===== src/rtl/ether_pkg.sv =====
// rtl/ether_pkg.sv - shared Ethernet/ARP receive constants, state and drop-code types
package ether_pkg;

  // Preamble hunt bytes
  localparam logic [7:0]  PREAMBLE_BYTE = 8'h55;
  localparam logic [7:0]  SFD_BYTE      = 8'hD5;

  // Ethertypes and ARP body constants for Ethernet/IPv4 ARP
  localparam logic [15:0] ETYPE_ARP     = 16'h0806;
  localparam logic [15:0] ETYPE_IPV4    = 16'h0800;
  localparam logic [15:0] ARP_HTYPE_ETH = 16'h0001;
  localparam logic [7:0]  ARP_HLEN      = 8'd6;
  localparam logic [7:0]  ARP_PLEN      = 8'd4;
  localparam logic [47:0] MAC_BCAST     = 48'hFFFF_FFFF_FFFF;

  // Reflected CRC-32; a frame with a correct FCS leaves CRC_RESIDUE behind
  localparam logic [31:0] CRC_POLY      = 32'hEDB8_8320;
  localparam logic [31:0] CRC_INIT      = 32'hFFFF_FFFF;
  localparam logic [31:0] CRC_RESIDUE   = 32'hDEBB_20E3;

  // Shortest legal frame, destination MAC through FCS
  localparam logic [10:0] MIN_FRAME_LEN = 11'd64;

  // Byte offsets counted from the first byte after the SFD
  localparam logic [10:0] OFF_DST   = 11'd0;
  localparam logic [10:0] OFF_SRC   = 11'd6;
  localparam logic [10:0] OFF_ETYPE = 11'd12;
  localparam logic [10:0] OFF_HTYPE = 11'd14;
  localparam logic [10:0] OFF_PTYPE = 11'd16;
  localparam logic [10:0] OFF_HLEN  = 11'd18;
  localparam logic [10:0] OFF_PLEN  = 11'd19;
  localparam logic [10:0] OFF_OPER  = 11'd20;
  localparam logic [10:0] OFF_SHA   = 11'd22;
  localparam logic [10:0] OFF_SPA   = 11'd28;
  localparam logic [10:0] OFF_THA   = 11'd32;
  localparam logic [10:0] OFF_TPA   = 11'd38;
  localparam logic [10:0] OFF_TAIL  = 11'd42;

  typedef enum logic [2:0] {
    DROP_NONE     = 3'd0,
    DROP_RX_ERR   = 3'd1,
    DROP_PREAMBLE = 3'd2,
    DROP_RUNT     = 3'd3,
    DROP_TOO_LONG = 3'd4,
    DROP_BAD_FCS  = 3'd5,
    DROP_NOT_ARP  = 3'd6,
    DROP_NOT_US   = 3'd7
  } drop_code_e;

  typedef enum logic [2:0] {
    S_SKIP, S_IDLE, S_PRE, S_HDR, S_BODY, S_TAIL, S_EVAL, S_DROP
  } rx_state_e;

  // True when byte index idx lies in the field [lo, next)
  function automatic logic in_field(input logic [10:0] idx,
                                    input logic [10:0] lo,
                                    input logic [10:0] next);
    return (idx >= lo) && (idx < next);
  endfunction

endpackage


===== src/rtl/ether_crc32_d8.sv =====
// rtl/ether_crc32_d8.sv - byte-wide reflected CRC-32 next-state function
module ether_crc32_d8
  import ether_pkg::*;
(
  input  logic [31:0] crc_in,
  input  logic [7:0]  data,
  output logic [31:0] crc_out
);

  // Fold the byte in LSB-first, then run eight reflected shift/xor steps
  always_comb begin
    logic [31:0] w_c;
    w_c = crc_in ^ {24'd0, data};
    for (int i = 0; i < 8; i++) begin
      w_c = w_c[0] ? ((w_c >> 1) ^ CRC_POLY) : (w_c >> 1);
    end
    crc_out = w_c;
  end

endmodule


===== src/rtl/ether_arp_rx.sv =====
// rtl/ether_arp_rx.sv - GMII-style receive parser producing ARP results or drop reasons
module ether_arp_rx
  import ether_pkg::*;
#(
  parameter logic [47:0] MY_MAC    = 48'h00301ba0a48e,
  parameter logic [31:0] MY_IP     = 32'h0a001563,
  parameter logic        CHECK_FCS = 1'b1,
  parameter int unsigned MAX_LEN   = 1518
)(
  input  logic        clk,
  input  logic        rst,
  input  logic        dv,
  input  logic        er,
  input  logic [7:0]  data,
  output logic        arp_valid,
  output logic [15:0] arp_oper,
  output logic [47:0] arp_sha,
  output logic [31:0] arp_spa,
  output logic [31:0] arp_tpa,
  output logic        frame_drop,
  output logic [2:0]  drop_code
);

  rx_state_e   r_state;
  logic [10:0] r_cnt;
  logic [31:0] r_crc;
  logic [47:0] r_dst;
  logic [15:0] r_etype;
  logic [15:0] r_htype;
  logic [15:0] r_ptype;
  logic [7:0]  r_hlen;
  logic [7:0]  r_plen;
  logic [15:0] r_oper;
  logic [47:0] r_sha;
  logic [31:0] r_spa;
  logic [31:0] r_tpa;

  logic        r_arp_valid;
  logic [15:0] r_arp_oper;
  logic [47:0] r_arp_sha;
  logic [31:0] r_arp_spa;
  logic [31:0] r_arp_tpa;
  logic        r_frame_drop;
  drop_code_e  r_drop_code;

  logic [31:0] w_crc_next;
  drop_code_e  w_eval_code;

  ether_crc32_d8 u_crc (
    .crc_in  (r_crc),
    .data    (data),
    .crc_out (w_crc_next)
  );

  // End-of-frame verdict from the captured fields; only consumed in TAIL with dv low
  always_comb begin
    w_eval_code = DROP_NONE;
    if (r_cnt < MIN_FRAME_LEN)
      w_eval_code = DROP_RUNT;
    else if (CHECK_FCS && (r_crc != CRC_RESIDUE))
      w_eval_code = DROP_BAD_FCS;
    else if ((r_etype != ETYPE_ARP) || (r_htype != ARP_HTYPE_ETH) ||
             (r_ptype != ETYPE_IPV4) || (r_hlen != ARP_HLEN) || (r_plen != ARP_PLEN))
      w_eval_code = DROP_NOT_ARP;
    else if (((r_dst != MAC_BCAST) && (r_dst != MY_MAC)) || (r_tpa != MY_IP))
      w_eval_code = DROP_NOT_US;
  end

  // Receive FSM with byte counting, CRC accumulation, field capture and result pulses
  always_ff @(posedge clk) begin
    if (rst) begin
      r_state      <= S_SKIP;
      r_cnt        <= '0;
      r_crc        <= CRC_INIT;
      r_dst        <= '0;
      r_etype      <= '0;
      r_htype      <= '0;
      r_ptype      <= '0;
      r_hlen       <= '0;
      r_plen       <= '0;
      r_oper       <= '0;
      r_sha        <= '0;
      r_spa        <= '0;
      r_tpa        <= '0;
      r_arp_valid  <= 1'b0;
      r_arp_oper   <= '0;
      r_arp_sha    <= '0;
      r_arp_spa    <= '0;
      r_arp_tpa    <= '0;
      r_frame_drop <= 1'b0;
      r_drop_code  <= DROP_NONE;
    end else begin
      r_arp_valid  <= 1'b0;
      r_frame_drop <= 1'b0;
      r_drop_code  <= DROP_NONE;
      case (r_state)
        S_SKIP: begin
          if (!dv) r_state <= S_IDLE;
        end
        // EVAL is the result cycle; it must accept a new frame like IDLE so a one-cycle gap suffices
        S_IDLE, S_EVAL: begin
          r_state <= S_IDLE;
          if (dv) begin
            if (data == PREAMBLE_BYTE) begin
              r_state <= S_PRE;
            end else if (data == SFD_BYTE) begin
              r_state <= S_HDR;
              r_cnt   <= '0;
              r_crc   <= CRC_INIT;
            end else begin
              r_state      <= S_DROP;
              r_frame_drop <= 1'b1;
              r_drop_code  <= DROP_PREAMBLE;
            end
          end
        end
        S_PRE: begin
          if (!dv) begin
            r_state      <= S_IDLE;
            r_frame_drop <= 1'b1;
            r_drop_code  <= DROP_PREAMBLE;
          end else if (er) begin
            r_state      <= S_DROP;
            r_frame_drop <= 1'b1;
            r_drop_code  <= DROP_RX_ERR;
          end else if (data == SFD_BYTE) begin
            r_state <= S_HDR;
            r_cnt   <= '0;
            r_crc   <= CRC_INIT;
          end else if (data != PREAMBLE_BYTE) begin
            r_state      <= S_DROP;
            r_frame_drop <= 1'b1;
            r_drop_code  <= DROP_PREAMBLE;
          end
        end
        S_HDR, S_BODY, S_TAIL: begin
          if (!dv) begin
            // Frame ended: dv is already low, so any drop returns straight to IDLE
            if (r_state != S_TAIL) begin
              r_state      <= S_IDLE;
              r_frame_drop <= 1'b1;
              r_drop_code  <= DROP_RUNT;
            end else if (w_eval_code == DROP_NONE) begin
              r_state     <= S_EVAL;
              r_arp_valid <= 1'b1;
              r_arp_oper  <= r_oper;
              r_arp_sha   <= r_sha;
              r_arp_spa   <= r_spa;
              r_arp_tpa   <= r_tpa;
            end else begin
              r_state      <= S_IDLE;
              r_frame_drop <= 1'b1;
              r_drop_code  <= w_eval_code;
            end
          end else if (er) begin
            r_state      <= S_DROP;
            r_frame_drop <= 1'b1;
            r_drop_code  <= DROP_RX_ERR;
          end else if (r_cnt == 11'(MAX_LEN)) begin
            r_state      <= S_DROP;
            r_frame_drop <= 1'b1;
            r_drop_code  <= DROP_TOO_LONG;
          end else begin
            r_cnt <= r_cnt + 11'd1;
            r_crc <= w_crc_next;
            if (in_field(r_cnt, OFF_DST, OFF_SRC))     r_dst   <= {r_dst[39:0], data};
            if (in_field(r_cnt, OFF_ETYPE, OFF_HTYPE)) r_etype <= {r_etype[7:0], data};
            if (in_field(r_cnt, OFF_HTYPE, OFF_PTYPE)) r_htype <= {r_htype[7:0], data};
            if (in_field(r_cnt, OFF_PTYPE, OFF_HLEN))  r_ptype <= {r_ptype[7:0], data};
            if (r_cnt == OFF_HLEN)                     r_hlen  <= data;
            if (r_cnt == OFF_PLEN)                     r_plen  <= data;
            if (in_field(r_cnt, OFF_OPER, OFF_SHA))    r_oper  <= {r_oper[7:0], data};
            if (in_field(r_cnt, OFF_SHA, OFF_SPA))     r_sha   <= {r_sha[39:0], data};
            if (in_field(r_cnt, OFF_SPA, OFF_THA))     r_spa   <= {r_spa[23:0], data};
            if (in_field(r_cnt, OFF_TPA, OFF_TAIL))    r_tpa   <= {r_tpa[23:0], data};
            if (r_cnt == OFF_HTYPE - 11'd1)     r_state <= S_BODY;
            else if (r_cnt == OFF_TAIL - 11'd1) r_state <= S_TAIL;
          end
        end
        S_DROP: begin
          if (!dv) r_state <= S_IDLE;
        end
        default: r_state <= S_SKIP;
      endcase
    end
  end

  assign arp_valid  = r_arp_valid;
  assign arp_oper   = r_arp_oper;
  assign arp_sha    = r_arp_sha;
  assign arp_spa    = r_arp_spa;
  assign arp_tpa    = r_arp_tpa;
  assign frame_drop = r_frame_drop;
  assign drop_code  = r_drop_code;

endmodule


===== config.mk =====
export PLATFORM = sky130hd
export DESIGN_NAME = ether_arp_rx
export DESIGN_NICKNAME = d
export VERILOG_FILES = /design/src/rtl/ether_pkg.sv /design/src/rtl/ether_crc32_d8.sv /design/src/rtl/ether_arp_rx.sv
export SDC_FILE = /design/constraint.sdc
export NUM_CORES = 1
export LEC_CHECK = 0
export BUFFER_PORTS_ARGS = -buffer_cell sky130_fd_sc_hd__buf_4
export CORE_AREA = 10 10 203 205
export CTS_BUF_LIST = sky130_fd_sc_hd__clkbuf_8 sky130_fd_sc_hd__clkbuf_16
export DETAILED_ROUTE_END_ITERATION = 10
export DIE_AREA = 0 0 213 215
export GPL_ROUTABILITY_DRIVEN = 0
export PLACE_DENSITY = 0.69
export SLEW_MARGIN = 30
export SYNTH_ARGS = -nofsm -noshare
export SYNTH_HDL_FRONTEND = slang
export SYNTH_SLANG_ARGS = --single-unit

===== constraint.sdc =====
create_clock -name clk -period 3.4 [get_ports clk]
set_clock_uncertainty 0.2 [all_clocks]
set_input_delay 0.68 -clock clk [delete_from_list [all_inputs] [get_ports clk]]
set_output_delay 0.68 -clock clk [all_outputs]
set_load 0.01 [all_outputs]

==> flow_summary_export.csv <==
group,metric,value,unit
floorplanning,dieArea,0.0458,mm^2
sta,hold_slack,0.248,ns
final_layout,insertedDiodeCount,0,
worst_setup_path,required,3.65,ns
status,status,"finished, final reports clean",
worst_setup_path,critPathLaunchType,"flop",
synthesis,syn-num-nets,1867,
routing,drt_iter0_markers,1074,
synthesis,synth_edf_count,0,
routing,dr.pass1.iters,5,
clocking,ctsResizeCount,0,
floorplanning,dieHeight,215,um
placement,io_buffers,144,
synthesis,ys_seq_area_frac,0.508,
floorplanning,core,0.0372,mm^2
worst_setup_path,cp.arrival,3.48,ns
sta,finalCriticalPeriod,3.24,ns
routing,avgRoutedWirePerCell,17.4,um
sta,setup-tns-final,0,ns
worst_setup_path,r2r_slack,0.16,ns
synthesis,yosys_most_used_dff,"dfxtp_1",
hold_path,hold_start,"arp_tpa[25]",
clocking,clock_latency,0.57,ns
routing,antenna_left,0,
clocking,clkSinkCount,419,
grt,grt.overflow.total,0,
job,drv_cap,0,
routing,vias,13400,
sta,hold_viol_final,0,
placement,dp_cells,2365,
final_layout,finalNonFillerCells,2443,
sta,rsz0062_at_grt,"no",
routing,wirelength,42.4,mm
clocking,cts_max_path_buffers,3,
pwr,vdd.ir_drop.worst,0.323,mV
clocking,clkSlewWorstSetupHoldPaths,0.06,ns
final_layout,nFillCells,3300,
placement,post_dp_cell_area,0.0181,mm^2
clocking,cts_tree,"done",
hold_path,hold_end,"arp_tpa[25]",
grt,antenna_found_initial,1,
final_layout,utilization,0.528,
placement,hpwlAfterDp,27.4,mm
worst_setup_path,path_class,"reg -> reg",
clocking,cts_setup_buffers,0,
floorplanning,die_x,213,um
pwr,seqPwrFrac,0.478,
worst_setup_path,worst_r2r_startpoint,"r_ptype[0]",
sta,worst_pin_slew,0.786,ns
pwr,switching_share,0.226,
sta,setup_violations,0,
grt,grt_max_degree,180,
synthesis,syn_inst,1852,
hold_path,hp-class,"reg -> reg",
final_layout,multi_input_area,0.00755,mm^2
floorplanning,fp-row-count,71,
floorplanning,start_util,0.444,
final_layout,final_cell_mix,"dfxtp_1 (419), a21oi_1 (197), nand2_1 (191), nor2_1 (191), buf_4 (180)",
routing,drc,0,
sta,fin_ws,0.162,ns
pwr,p_switching,2.35,mW
worst_setup_path,r2r_cells,7,
pwr,total_leakage_power,7.69,nW
final_layout,nNetsFinal,1952,
synthesis,syn-mean-instance-area,8.92,um^2
synthesis,yosysWarnings,0,
pwr,finalPower,10.4,mW
sta,min_period_over_period,0.952,
clocking,cts_buffers,44,
synthesis,netlist-cell-type-count,54,
clocking,hold_buffers,0,
clocking,cts-htree-levels,2,
sta,max_freq,0.309,GHz
pwr,p_comb_frac,0.053,
clocking,clockRootBuffer,"clkbuf_16",
pwr,powerDensity,529,mW/mm^2
placement,place_ws,0.204,ns
synthesis,syn-cell-area,0.0165,mm^2
final_layout,final_common_cell,"dfxtp_1",
sta,slew_headroom,0.472,
grt,grt_pass1_vias,13000,
final_layout,final_layout_size_suffix_gt1_frac,0.139,
synthesis,async_flop_share,0,
synthesis,ys_ff_latch,419,
final_layout,syn2layout_area_growth,18.8,%
sta,slew_viol_final,0,
pwr,p_clk_frac,0.469,
routing,routed_via_density,5.50,
worst_setup_path,endpoint_kind,"flop",
floorplanning,io_pins,145,
hold_path,hold_depth,2,
grt,grt_pass1_wl,68.7,mm
worst_setup_path,cp_max_fo,23,
grt,grt_use_total,0.180,
final_layout,register_area,0.00839,mm^2
final_layout,final_cell_area,0.0196,mm^2
worst_setup_path,r2r_end,"arp_tpa[16]",
pwr,internal_power,8.04,mW
synthesized netlist by cell type (all sizes together), types with 2 or more instances:
cell | instances | share of area
nor4bb | 7 | 0.0042
xor2 | 14 | 0.0074
o22a | 7 | 0.0037
a211o | 5 | 0.0027
mux2i | 161 | 0.098
nand2b | 8 | 0.0030
and4 | 3 | 0.0016
o22ai | 3 | 0.0011
a2bb2oi | 3 | 0.0016
nor2 | 193 | 0.044
nor4 | 34 | 0.013
clkbuf | 137 | 0.031
a211oi | 2 | 0.00091
ha | 3 | 0.0023
nand4 | 31 | 0.012
or2 | 2 | 0.00076
nor3 | 14 | 0.0042
a21oi | 199 | 0.060
nand3 | 106 | 0.032
or4 | 7 | 0.0032
or3 | 2 | 0.00076
nor2b | 5 | 0.0019
xnor2 | 66 | 0.035
nand4b | 4 | 0.0021
a32oi | 2 | 0.0011
a2111oi | 4 | 0.0033
and2 | 29 | 0.011
o211ai | 8 | 0.0036
o32ai | 3 | 0.0016
a31oi | 3 | 0.0011
inv | 16 | 0.0036
and3 | 10 | 0.0038
buf | 14 | 0.0037
nor4b | 16 | 0.0085
o21bai | 7 | 0.0032
nand2 | 191 | 0.043
dfxtp | 419 | 0.51
o21ai | 98 | 0.030
a21o | 4 | 0.0018
nand3b | 2 | 0.00091
worst max-delay path by stage:
stage	startpoint	to	slack, ns	cells after the start
floorplan	data[3]	r_tpa[1]	0.47	8
global placement	er	r_oper[7]	0.30	9
detailed placement	r_hlen[3]	arp_tpa[16]	0.20	7
CTS	r_hlen[3]	arp_tpa[16]	0.18	7
global route	r_ptype[0]	arp_tpa[16]	0.02	7
finish	r_ptype[0]	arp_tpa[16]	0.16	7
registers in the layout, indices dropped and copies added, names as in the netlist:
register / flops
arp_oper: 16
arp_sha: 48
arp_spa: 32
arp_tpa: 32
arp_valid: 1
drop_code: 3
frame_drop: 1
r_cnt: 11
r_crc: 32
r_dst: 48
r_etype: 16
r_hlen: 8
r_htype: 16
r_oper: 16
r_plen: 8
r_ptype: 16
r_sha: 48
r_spa: 32
r_state: 3
r_tpa: 32
metal layers:
metal  global-route usage  part of all wire  up-vias
met5                    0                 0        -
met1                0.232              0.45     6384
li1                     -                 -     6581
met4               0.0705             0.027        0
met2                0.291              0.47      379
met3               0.0326             0.056       86
cells by family after synthesis:
| kind of cell | synth area share |
|---|---|
| and+or+nand+nor | 0.192 |
| DFF | 0.508 |
| AOI/OAI and AO/OA | 0.120 |
| buffers and inverters | 0.0385 |
| muxes | 0.0975 |
| xor gates and xnor gates | 0.0424 |
| adders and majority gates | 0.00227 |
area by class of cell:
class / instances / area share
multi-input cells: 1266 / 0.384
repair buffers: 190 / 0.0788
clock inverters: 24 / 0.0133
well taps: 474 / 0.0302
clock buffers: 54 / 0.0631
flip-flops and latches: 419 / 0.427
inverters: 16 / 0.00306
power by group through the flow:
| stage | registers, mW | clock network, mW | logic (mW) |
|---|---|---|---|
| floorplan | 5.05 | 0 | 0.410 |
| global placement | 5.07 | 0 | 0.540 |
| detailed placement | 5.07 | 0 | 0.545 |
| CTS | 4.96 | 4.98 | 0.549 |
| global route | 4.96 | 5.18 | 0.597 |
| finish | 4.96 | 4.88 | 0.552 |
critical path: stages, from the launching register on:
cell and delay (ns):
dfxtp_1 0.32, nor4_1 0.54, nand4_1 0.15, or4_1 0.71, a2111oi_1 0.65, a21oi_2 0.21, buf_12 0.19, and2_1 0.15
Note: power is estimated with default switching activity, not from simulation.
